### src/rtl/vga_sync_rx_if.sv
// Sync inputs and recovered timing outputs of the VGA sync receiver.
interface vga_sync_rx_if;
   localparam int unsigned CW = 10;

   logic          hsync_in;
   logic          vsync_in;
   logic [CW-1:0] hc;
   logic [CW-1:0] vc;
   logic          vidon;
   logic          locked;
   logic          err;
   logic [CW-1:0] h_total;
   logic [CW-1:0] v_total;

   // Video source side: drives the syncs, observes recovered timing.
   modport master (
      output hsync_in, vsync_in,
      input  hc, vc, vidon, locked, err, h_total, v_total
   );

   // Receiver side.
   modport slave (
      input  hsync_in, vsync_in,
      output hc, vc, vidon, locked, err, h_total, v_total
   );
endinterface

### src/rtl/vga_sync_rx.sv
// Recovers 640x480 VGA pixel/line counters from incoming active-low syncs,
// measures line/frame periods and declares lock after consecutive good frames.
module vga_sync_rx #(
   parameter int unsigned H_TOTAL     = 800,
   parameter int unsigned V_TOTAL     = 521,
   parameter int unsigned HBP         = 144,
   parameter int unsigned HFP         = 784,
   parameter int unsigned VBP         = 31,
   parameter int unsigned VFP         = 511,
   parameter int unsigned LOCK_FRAMES = 2
) (
   input  logic          clk,
   input  logic          clr,
   vga_sync_rx_if.slave  bus
);
   localparam int unsigned CW = 10;
   localparam int unsigned MW = CW + 1;
   localparam int unsigned GW = 4;
   localparam logic [CW-1:0] CNT_MAX = '1;

   typedef enum logic [1:0] {SEARCH, TRACK, LOCKED} state_t;

   state_t        state_q, state_d;
   logic [GW-1:0] good_q, good_d;
   logic          err_q, err_d;
   logic          locked_q;

   logic          hs1, hs2, vs1, vs2;
   logic          h_fall, v_fall;
   logic [CW-1:0] hc_q, vc_q, h_total_q, v_total_q;
   logic          line_seen_q, sticky_q;
   logic [MW-1:0] h_meas, v_meas;
   logic          h_bad, h_loss, bad_line, v_bad, frame_bad;

   assign h_fall = hs2 & ~hs1;
   assign v_fall = vs2 & ~vs1;

   assign h_meas = MW'(hc_q) + MW'(1);
   assign v_meas = MW'(vc_q) + MW'(h_fall);

   // A line that ended in saturation was already reported as hsync loss.
   assign h_bad    = h_fall & line_seen_q & (hc_q != CNT_MAX) & (h_meas != MW'(H_TOTAL));
   assign h_loss   = ~h_fall & (hc_q == CNT_MAX - CW'(1));
   assign bad_line = h_bad | h_loss;
   assign v_bad    = v_fall & (v_meas != MW'(V_TOTAL));
   assign frame_bad = v_bad | (v_fall & (sticky_q | bad_line));

   // Sync edge detection, counter recovery and period measurement.
   always_ff @(posedge clk) begin
      if (clr) begin
         hs1         <= 1'b1;
         hs2         <= 1'b1;
         vs1         <= 1'b1;
         vs2         <= 1'b1;
         hc_q        <= '0;
         vc_q        <= '0;
         h_total_q   <= '0;
         v_total_q   <= '0;
         line_seen_q <= 1'b0;
         sticky_q    <= 1'b0;
      end else begin
         hs1 <= bus.hsync_in;
         hs2 <= hs1;
         vs1 <= bus.vsync_in;
         vs2 <= vs1;

         if (h_fall)                hc_q <= '0;
         else if (hc_q != CNT_MAX)  hc_q <= hc_q + CW'(1);

         if (v_fall)                          vc_q <= '0;
         else if (h_fall && vc_q != CNT_MAX)  vc_q <= vc_q + CW'(1);

         if (h_fall) begin
            h_total_q   <= h_meas[MW-1] ? CNT_MAX : h_meas[CW-1:0];
            line_seen_q <= 1'b1;
         end

         if (v_fall) v_total_q <= v_meas[MW-1] ? CNT_MAX : v_meas[CW-1:0];

         if (v_fall)        sticky_q <= 1'b0;
         else if (bad_line) sticky_q <= 1'b1;
      end
   end

   // Lock state register with registered err/locked.
   always_ff @(posedge clk) begin
      if (clr) begin
         state_q  <= SEARCH;
         good_q   <= '0;
         err_q    <= 1'b0;
         locked_q <= 1'b0;
      end else begin
         state_q  <= state_d;
         good_q   <= good_d;
         err_q    <= err_d;
         locked_q <= (state_d == LOCKED);
      end
   end

   // Lock next-state; a frame spoiled only by an earlier, already-reported
   // bad line is discarded without a second err pulse.
   always_comb begin
      state_d = state_q;
      good_d  = good_q;
      err_d   = 1'b0;
      case (state_q)
         SEARCH: begin
            if (v_fall) begin
               state_d = TRACK;
               good_d  = '0;
            end
         end
         TRACK: begin
            if (v_fall) begin
               if (frame_bad) begin
                  good_d = '0;
                  err_d  = v_bad | bad_line;
               end else begin
                  good_d = good_q + GW'(1);
                  if (good_q + GW'(1) >= GW'(LOCK_FRAMES)) state_d = LOCKED;
               end
            end else if (bad_line) begin
               err_d = 1'b1;
            end
         end
         LOCKED: begin
            if (bad_line || v_bad) begin
               err_d   = 1'b1;
               state_d = TRACK;
               good_d  = '0;
            end
         end
         default: begin
            state_d = SEARCH;
            good_d  = '0;
         end
      endcase
   end

   assign bus.hc      = hc_q;
   assign bus.vc      = vc_q;
   assign bus.h_total = h_total_q;
   assign bus.v_total = v_total_q;
   assign bus.locked  = locked_q;
   assign bus.err     = err_q;
   assign bus.vidon   = locked_q &
                        (hc_q >= CW'(HBP)) & (hc_q < CW'(HFP)) &
                        (vc_q >= CW'(VBP)) & (vc_q < CW'(VFP));
endmodule

### src/flat_wrapper.sv
// flat-port wrapper written by rule: the top's interface ports become plain ports
module vga_sync_rx_flat 
#(
   parameter int unsigned H_TOTAL     = 800,
   parameter int unsigned V_TOTAL     = 521,
   parameter int unsigned HBP         = 144,
   parameter int unsigned HFP         = 784,
   parameter int unsigned VBP         = 31,
   parameter int unsigned VFP         = 511,
   parameter int unsigned LOCK_FRAMES = 2
)
  (clk, clr, bus_hsync_in, bus_vsync_in, bus_hc, bus_vc, bus_vidon, bus_locked, bus_err, bus_h_total, bus_v_total);
  vga_sync_rx_if bus_i ();
  input  logic clk;
  input  logic clr;
  input wire logic [$bits(bus_i.hsync_in)-1:0] bus_hsync_in;
  input wire logic [$bits(bus_i.vsync_in)-1:0] bus_vsync_in;
  output wire logic [$bits(bus_i.hc)-1:0] bus_hc;
  output wire logic [$bits(bus_i.vc)-1:0] bus_vc;
  output wire logic [$bits(bus_i.vidon)-1:0] bus_vidon;
  output wire logic [$bits(bus_i.locked)-1:0] bus_locked;
  output wire logic [$bits(bus_i.err)-1:0] bus_err;
  output wire logic [$bits(bus_i.h_total)-1:0] bus_h_total;
  output wire logic [$bits(bus_i.v_total)-1:0] bus_v_total;
  assign bus_i.hsync_in = bus_hsync_in;
  assign bus_i.vsync_in = bus_vsync_in;
  assign bus_hc = bus_i.hc;
  assign bus_vc = bus_i.vc;
  assign bus_vidon = bus_i.vidon;
  assign bus_locked = bus_i.locked;
  assign bus_err = bus_i.err;
  assign bus_h_total = bus_i.h_total;
  assign bus_v_total = bus_i.v_total;
  vga_sync_rx #(.H_TOTAL(H_TOTAL), .V_TOTAL(V_TOTAL), .HBP(HBP), .HFP(HFP), .VBP(VBP), .VFP(VFP), .LOCK_FRAMES(LOCK_FRAMES)) u_core (.clk(clk), .clr(clr), .bus(bus_i));
endmodule
### config.mk
export PLATFORM = sky130hd
export DESIGN_NAME = vga_sync_rx_flat
export DESIGN_NICKNAME = d
export VERILOG_FILES = /design/src/rtl/vga_sync_rx_if.sv /design/src/rtl/vga_sync_rx.sv /design/src/flat_wrapper.sv
export SDC_FILE = /design/constraint.sdc
export NUM_CORES = 1
export LEC_CHECK = 0
export BUFFER_PORTS_ARGS = -buffer_cell sky130_fd_sc_hd__buf_2
export CORE_UTILIZATION = 25
export CTS_BUF_LIST = sky130_fd_sc_hd__clkbuf_8 sky130_fd_sc_hd__clkbuf_16
export DETAILED_ROUTE_END_ITERATION = 6
export GPL_TIMING_DRIVEN = 0
export PLACE_DENSITY_LB_ADDON = 0.2
export SYNTH_ARGS = -nofsm -noshare
export SYNTH_HDL_FRONTEND = slang
export SYNTH_SLANG_ARGS = --single-unit
export TNS_END_PERCENT = 1
### constraint.sdc
create_clock -name clk -period 4.25 [get_ports clk]
set_input_delay 0.425 -clock clk [delete_from_list [all_inputs] [get_ports clk]]
set_output_delay 0.425 -clock clk [all_outputs]
set_load 0.1 [all_outputs]
==> results of run 1 <==
-- per-layer routing --
metal	wire, um	GRT usage, %	vias to the layer above
li1	-	-	1287
met1	3410	16.0	1126
met2	3240	21.8	39
met3	265	2.45	7
met4	100	4.25	0
met5	0	0	-
-- layout make-up --
| class | instances | area (um2) | area share, % |
|---|---|---|---|
| sequential | 54 | 1080 | 31.5 |
| timing repair buffer | 46 | 230 | 6.71 |
| buffer | 21 | 118 | 3.43 |
| clock buffer | 5 | 125 | 3.65 |
| tap | 140 | 175 | 5.11 |
| inverter | 13 | 48.8 | 1.42 |
| multi-input combinational | 248 | 1600 | 46.7 |
| clock inverter | 3 | 48.8 | 1.42 |
-- final timing paths --
path / from / endpoint / slack (ns) / cells after the start
setup / recovery: u_core.hs1 / u_core.bus.locked / 0.36 / 14
hold / removal: bus_vsync_in / u_core.vs1 / 0.32 / 2
setup reg to reg: u_core.hs1 / u_core.bus.locked / 0.36 / 14
hold reg to reg: u_core.hs1 / u_core.hs2 / 0.43 / 1
-- registers in the layout, summed over array words and instances, names as in the netlist --
signal	cells
u_core.bus.locked	1
u_core.vs1	1
u_core.bus.v_total	10
u_core.bus.h_total	10
u_core.good_q	4
u_core.bus.err	1
u_core.vs2	1
u_core.state_q	2
u_core.hs2	1
u_core.line_seen_q	1
u_core.hs1	1
u_core.bus.hc	10
u_core.bus.vc	10
u_core.sticky_q	1
-- cell families (layout without fill, tap and decap cells) --
logic type / after synthesis / count (layout)
simple gates: 153 / 153
compound gates: 58 / 58
flops: 54 / 54
buf+inv: 34 / 88
xor+xnor: 19 / 19
fa+ha+maj: 12 / 12
mux: 6 / 6
-- layout by cell type (no fill, tap or decap), drive strengths merged, types with 2 or more instances in the layout --
cell,Yosys,final
a21oi,10,10
o21a,2,2
nand3,9,9
nand2b,7,7
nor4b,3,3
nor2b,2,2
xnor2,8,8
ha,12,12
xor2,11,11
and3,2,2
nor3,8,8
a21o,2,2
a31oi,5,5
buf,12,58
and2,3,3
o31a,3,3
a311oi,3,3
dfxtp,54,54
o22ai,2,2
or2,6,6
nand3b,6,6
inv,13,14
a211oi,14,14
nor2,61,61
o21ai,7,7
nand2,23,23
or3,3,3
mux2i,6,6
nor4,5,5
nand4,8,8
and4,2,2
clkbuf,9,14
-- per-stage QoR --
stage          setup slack [ns]  util [%]  hold slack (ns)  cells  instance area, um2
2_1_floorplan             0.692         -            0.408    336                2850
3_3_place_gp              0.371      29.6            0.417    522                3260
3_5_place_dp              0.419      29.6            0.419    522                3260
4_1_cts                   0.371      31.2            0.317    530                3430
5_1_grt                  0.0609      31.2            0.326    530                3430
6_report                  0.356      31.2            0.319    530                3430
-- power groups by stage --
stage | Combinational [W] | Clock [W] | Sequential, W
2_1_floorplan | 0.0000522 | 0 | 0.000631
3_3_place_gp | 0.000170 | 0 | 0.000544
3_5_place_dp | 0.000171 | 0 | 0.000545
4_1_cts | 0.000171 | 0.000494 | 0.000533
5_1_grt | 0.000181 | 0.000512 | 0.000535
6_report | 0.000170 | 0.000479 | 0.000532
==> impl_metrics.csv, run 1 <==
group,metric,value,unit
cts,root_buffer,"clkbuf_16",
synthesis,synth_edf_count,0,
power,power_density,344,mW/mm2
route,routed_via_density,4.64,
floorplan,ios,47,
layout,drive_above_1_share,20.5,%
setup_path,cp_top_family,"buffers and inverters",
cts,clock_path_buffers,2,
setup_path,crit_chain,"nand2b_1 -> clkbuf_1 -> inv_2 -> clkbuf_1 -> ha_1 -> ha_1 -> and4_1 -> buf_6 -> a41oi_2 -> a21oi_1 -> o31a_1 -> nand4b_4 -> a2111o_1 -> nor4bb_1",
layout,areaGrowthSynthToFinish,20.6,%
route,routed_wl,7020,um
sta,finalSetupTns,0,ns
power,combPwrFrac,14.4,%
layout,antenna_cells,0,
cts,clk_latency,0.29,ns
setup_path,crit_slowest_cell,"clkbuf_1",
synthesis,yosys_warnings,0,
grt,gr-total-overflow,0,
synthesis,synth-simple-area-share,27.7,%
synthesis,avgSynthCellArea,8.46,um2
sta,min_period_over_period,91.6,%
synthesis,synth_top_area_share,38.0,%
floorplan,fp.dieH,109,um
setup_path,critical_path_class,"flop to flop",
route,drt_first_pass_iters,4,
floorplan,start_util,25.9,%
cts,h-tree-depth,2,
synthesis,synthXorXnorAreaFrac,5.85,%
sta,worst_pin_slew,0.772,ns
sta,layout_min_cycle_time,3.89,ns
synthesis,synthArstFlopShare,0,%
power,p_leak,1.35,nW
cts,cts_buffers,5,
sta,maxSlewHeadroom,48.3,%
synthesis,synth-compound-area-share,15.2,%
synthesis,seq_area_frac_synth,38.0,%
place,place_hpwl,5340,um
power,ir_drop,0.187,mV
cts,clkSinkCount,54,
synthesis,synth_top_cells_by_count,"60 x nor2_1, 54 x dfxtp_1, 23 x nand2_1, 14 x a211oi_1",
setup_path,end_kind,"flop",
route,drc,0,
grt,groute.usage.overall,12.8,%
synthesis,synth-main-ff-cell,"dfxtp_1",
floorplan,coreArea,0.0110,mm2
sta,fmax,0.257,GHz
power,power.internal,0.000837,W
power,power_switching,0.000344,W
synthesis,yosys.area_share.adder,5.28,%
floorplan,die_w,109,um
setup_path,crit_buf_inv,4,
cts,cts_setup_buffers,0,
cts,cts.reportedPaths.clkPinSlew,0.07,ns
sta,slew_violations,0,
power,power,0.00118,W
setup_path,arrival,4.09,ns
setup_path,crit_fanout,10,
setup_path,crit_required,4.45,ns
synthesis,yosysMostFrequentCell,"nor2_1",
synthesis,synth_top_area_cell,"dfxtp_1",
synthesis,synthTopCellsByArea,"dfxtp_1 38%, nor2_1 7.9%, ha_1 5.3%, a211oi_1 3.7%, xor2_1 3.4%",
synthesis,synth_top_family_by_area,"simple AND/OR/NAND/NOR gates",
layout,fillers,1198,
status,status,"finished, final reports clean",
grt,grt_pass1_wl,11900,um
sta,finalHoldViolCount,0,
place,gp_congestion,0.802,
cts,ctsHoldBuffers,0,
synthesis,synth.net_count,352,
floorplan,rows,38,
power,seqPwrFrac,45.1,%
grt,antenna_found_initial,0,
floorplan,die_area,0.0118,mm2
synthesis,synthCells,336,
place,port_buffers,46,
sta,grt_setup_unrepaired,"no",
sta,setup_violations,0,
synthesis,synth_seq_cells,54,
cts,cts.repair.resized,0,
cts,cts_tree,"built",
setup_path,startpoint_type,"flop",
job,cap_violations,0,
route,drtAntennaViolNets,0,
sta,finClkSkew,0.00702,ns
synthesis,synth_mux_area_share,2.11,%
synthesis,synth_cell_types,56,
synthesis,syn_area,0.00284,mm2
route,drt_iter0_markers,55,
grt,grt_max_degree,19,
grt,grt_pass1_vias,2420,
min_path,hold_class,"input port to flop",
power,pwr-share-clk,40.6,%
route,routedWlPerCell,13.2,um
setup_path,cpPeakStageDelay,0.48,ns
route,vias,2459,
power,swShare,29.1,%
layout,final_nets,405,
(Power assumes the default switching activity.)
==> run 2: changes to the inputs <==
--- a/config.mk
+++ b/config.mk
@@ -11,6 +11,7 @@
 export DETAILED_ROUTE_END_ITERATION = 6
 export GPL_TIMING_DRIVEN = 0
 export PLACE_DENSITY_LB_ADDON = 0.2
+export RECOVER_POWER = 25
 export SYNTH_ARGS = -nofsm -noshare
 export SYNTH_HDL_FRONTEND = slang
 export SYNTH_SLANG_ARGS = --single-unit
==> impl_metrics.csv, run 2 (synthesized netlist as in run 1, its figures left out) <==
group,metric,value,unit
setup_path,reg2reg_depth,14,
route,vias,2463,
place,port_buffers,46,
cts,clock_path_buffers,2,
cts,ctsHoldBuffers,0,
setup_path,startpoint_type,"flop",
layout,final_cell_mix,"60 x nor2_1, 54 x dfxtp_1, 32 x buf_2",
setup_path,critical_path_class,"flop to flop",
layout,antenna_cells,0,
route,routedWlPerCell,13.3,um
status,status,"finished, final reports clean",
setup_path,endpoint,"u_core.bus.locked",
layout,stdcell_area,0.00340,mm2
power,power,0.00118,W
cts,root_buffer,"clkbuf_16",
cts,cts_tree,"built",
sta,finClkSkew,0.00763,ns
grt,grt_pass1_vias,2420,
setup_path,arrival,4.09,ns
place,gp_congestion,0.802,
sta,grt_setup_unrepaired,"no",
sta,min_period_over_period,91.6,%
sta,setup_slack,0.358,ns
power,ir_drop,0.186,mV
setup_path,crit_fanout,10,
cts,cts.reportedPaths.clkPinSlew,0.07,ns
cts,cts_setup_buffers,0,
setup_path,startpoint,"u_core.hs1",
route,drt_iter0_markers,65,
setup_path,r2r-end,"u_core.bus.locked",
min_path,hold_class,"input port to flop",
cts,clk_latency,0.29,ns
layout,final_nets,405,
route,drc,0,
floorplan,ios,47,
floorplan,die_w,109,um
sta,finalSetupTns,0,ns
floorplan,rows,38,
floorplan,fp.dieH,109,um
job,cap_violations,0,
setup_path,crit_required,4.44,ns
setup_path,r2r_start,"u_core.hs1",
cts,cts_buffers,5,
sta,fmax,0.257,GHz
setup_path,r2r_slack,0.36,ns
sta,slew_violations,0,
setup_path,end_kind,"flop",
grt,grt_pass1_wl,11900,um
cts,clkSinkCount,54,
cts,cts.repair.resized,0,
setup_path,cpPeakStageDelay,0.48,ns
grt,antenna_found_initial,0,
grt,groute.usage.overall,12.8,%
grt,gr-total-overflow,0,
place,place_area,0.00326,mm2
sta,worst_pin_slew,1.19,ns
floorplan,coreArea,0.0110,mm2
place,dp_slack,0.419,ns
layout,final_common_cell,"nor2_1",
setup_path,crit_chain,"nand2b_1 -> clkbuf_1 -> inv_2 -> clkbuf_1 -> ha_1 -> ha_1 -> and4_1 -> buf_6 -> a41oi_2 -> a21oi_1 -> o31a_1 -> nand4b_4 -> a2111o_1 -> nor4bb_1",
sta,finalHoldViolCount,0,
setup_path,crit_slowest_cell,"clkbuf_1",
route,drtAntennaViolNets,0,
cts,h-tree-depth,2,
sta,layout_min_cycle_time,3.89,ns
power,p_leak,1.26,nW
floorplan,die_area,0.0118,mm2
sta,setup_violations,0,
place,place_hpwl,5340,um
route,routed_via_density,4.65,
layout,drive_above_1_share,15.1,%
grt,grt_max_degree,19,
route,routed_wl,7020,um
floorplan,start_util,25.9,%
route,drt_first_pass_iters,4,
sta,maxSlewHeadroom,20.9,%
power,power_density,346,mW/mm2
layout,areaGrowthSynthToFinish,19.7,%
==> run 2: layout make-up <==
type | instances | area (um2)
fill | 1205 | 7580
multi-input combinational | 248 | 1600
sequential | 54 | 1080
timing repair buffer | 46 | 204
tap | 140 | 175
clock buffer | 5 | 125
buffer | 21 | 118
clock inverter | 3 | 48.8
inverter | 13 | 48.8
==> run 2: how the worst min path moves through the flow <==
stage	start	to	cells after the start
after floorplan	u_core.hs1	u_core.hs2	1
after global placement	u_core.hs1	u_core.hs2	1
after detailed placement	u_core.hs1	u_core.hs2	1
after CTS	bus_vsync_in	u_core.vs1	2
after global routing	bus_hsync_in	u_core.hs1	2
final	bus_vsync_in	u_core.vs1	2
==> run 2: worst max-delay path, delay by kind of cell (launching register included) <==
family,cells,cell delay (ns)
buffers and inverters,4,1.09
AND/OR/NAND/NOR,4,0.80
flip-flops,1,0.31
adder cells (fa/ha/maj),2,0.61
AO/OA/AOI/OAI,4,1.00
==> run 2: power breakdown <==
part	leakage [nW]	internal (W)	total, W	switching (W)
Combinational	0.740	0.0000322	0.000168	0.000136
Clock	0.0819	0.000282	0.000478	0.000195
Sequential	0.439	0.000521	0.000532	0.0000112
Total	1.26	0.000836	0.00118	0.000342
==> run 2: per-layer routing <==
metal / routed length, um / global-route usage (%) / part of all wire [%]
met1: 3390 / 16.0 / 48
met4: 97 / 4.25 / 1.4
met5: 0 / 0 / 0
met3: 279 / 2.45 / 4.0
met2: 3250 / 21.8 / 46
==> run 2: through the flow <==
| step | std cells | hold WS, ns | utilization, % |
|---|---|---|---|
| after global placement | 522 | 0.417 | 29.6 |
| after global routing | 530 | 0.326 | 31.0 |
| after CTS | 530 | 0.317 | 31.2 |
| after floorplan | 336 | 0.408 | - |
| final | 530 | 0.320 | 31.0 |
| after detailed placement | 522 | 0.419 | 29.6 |
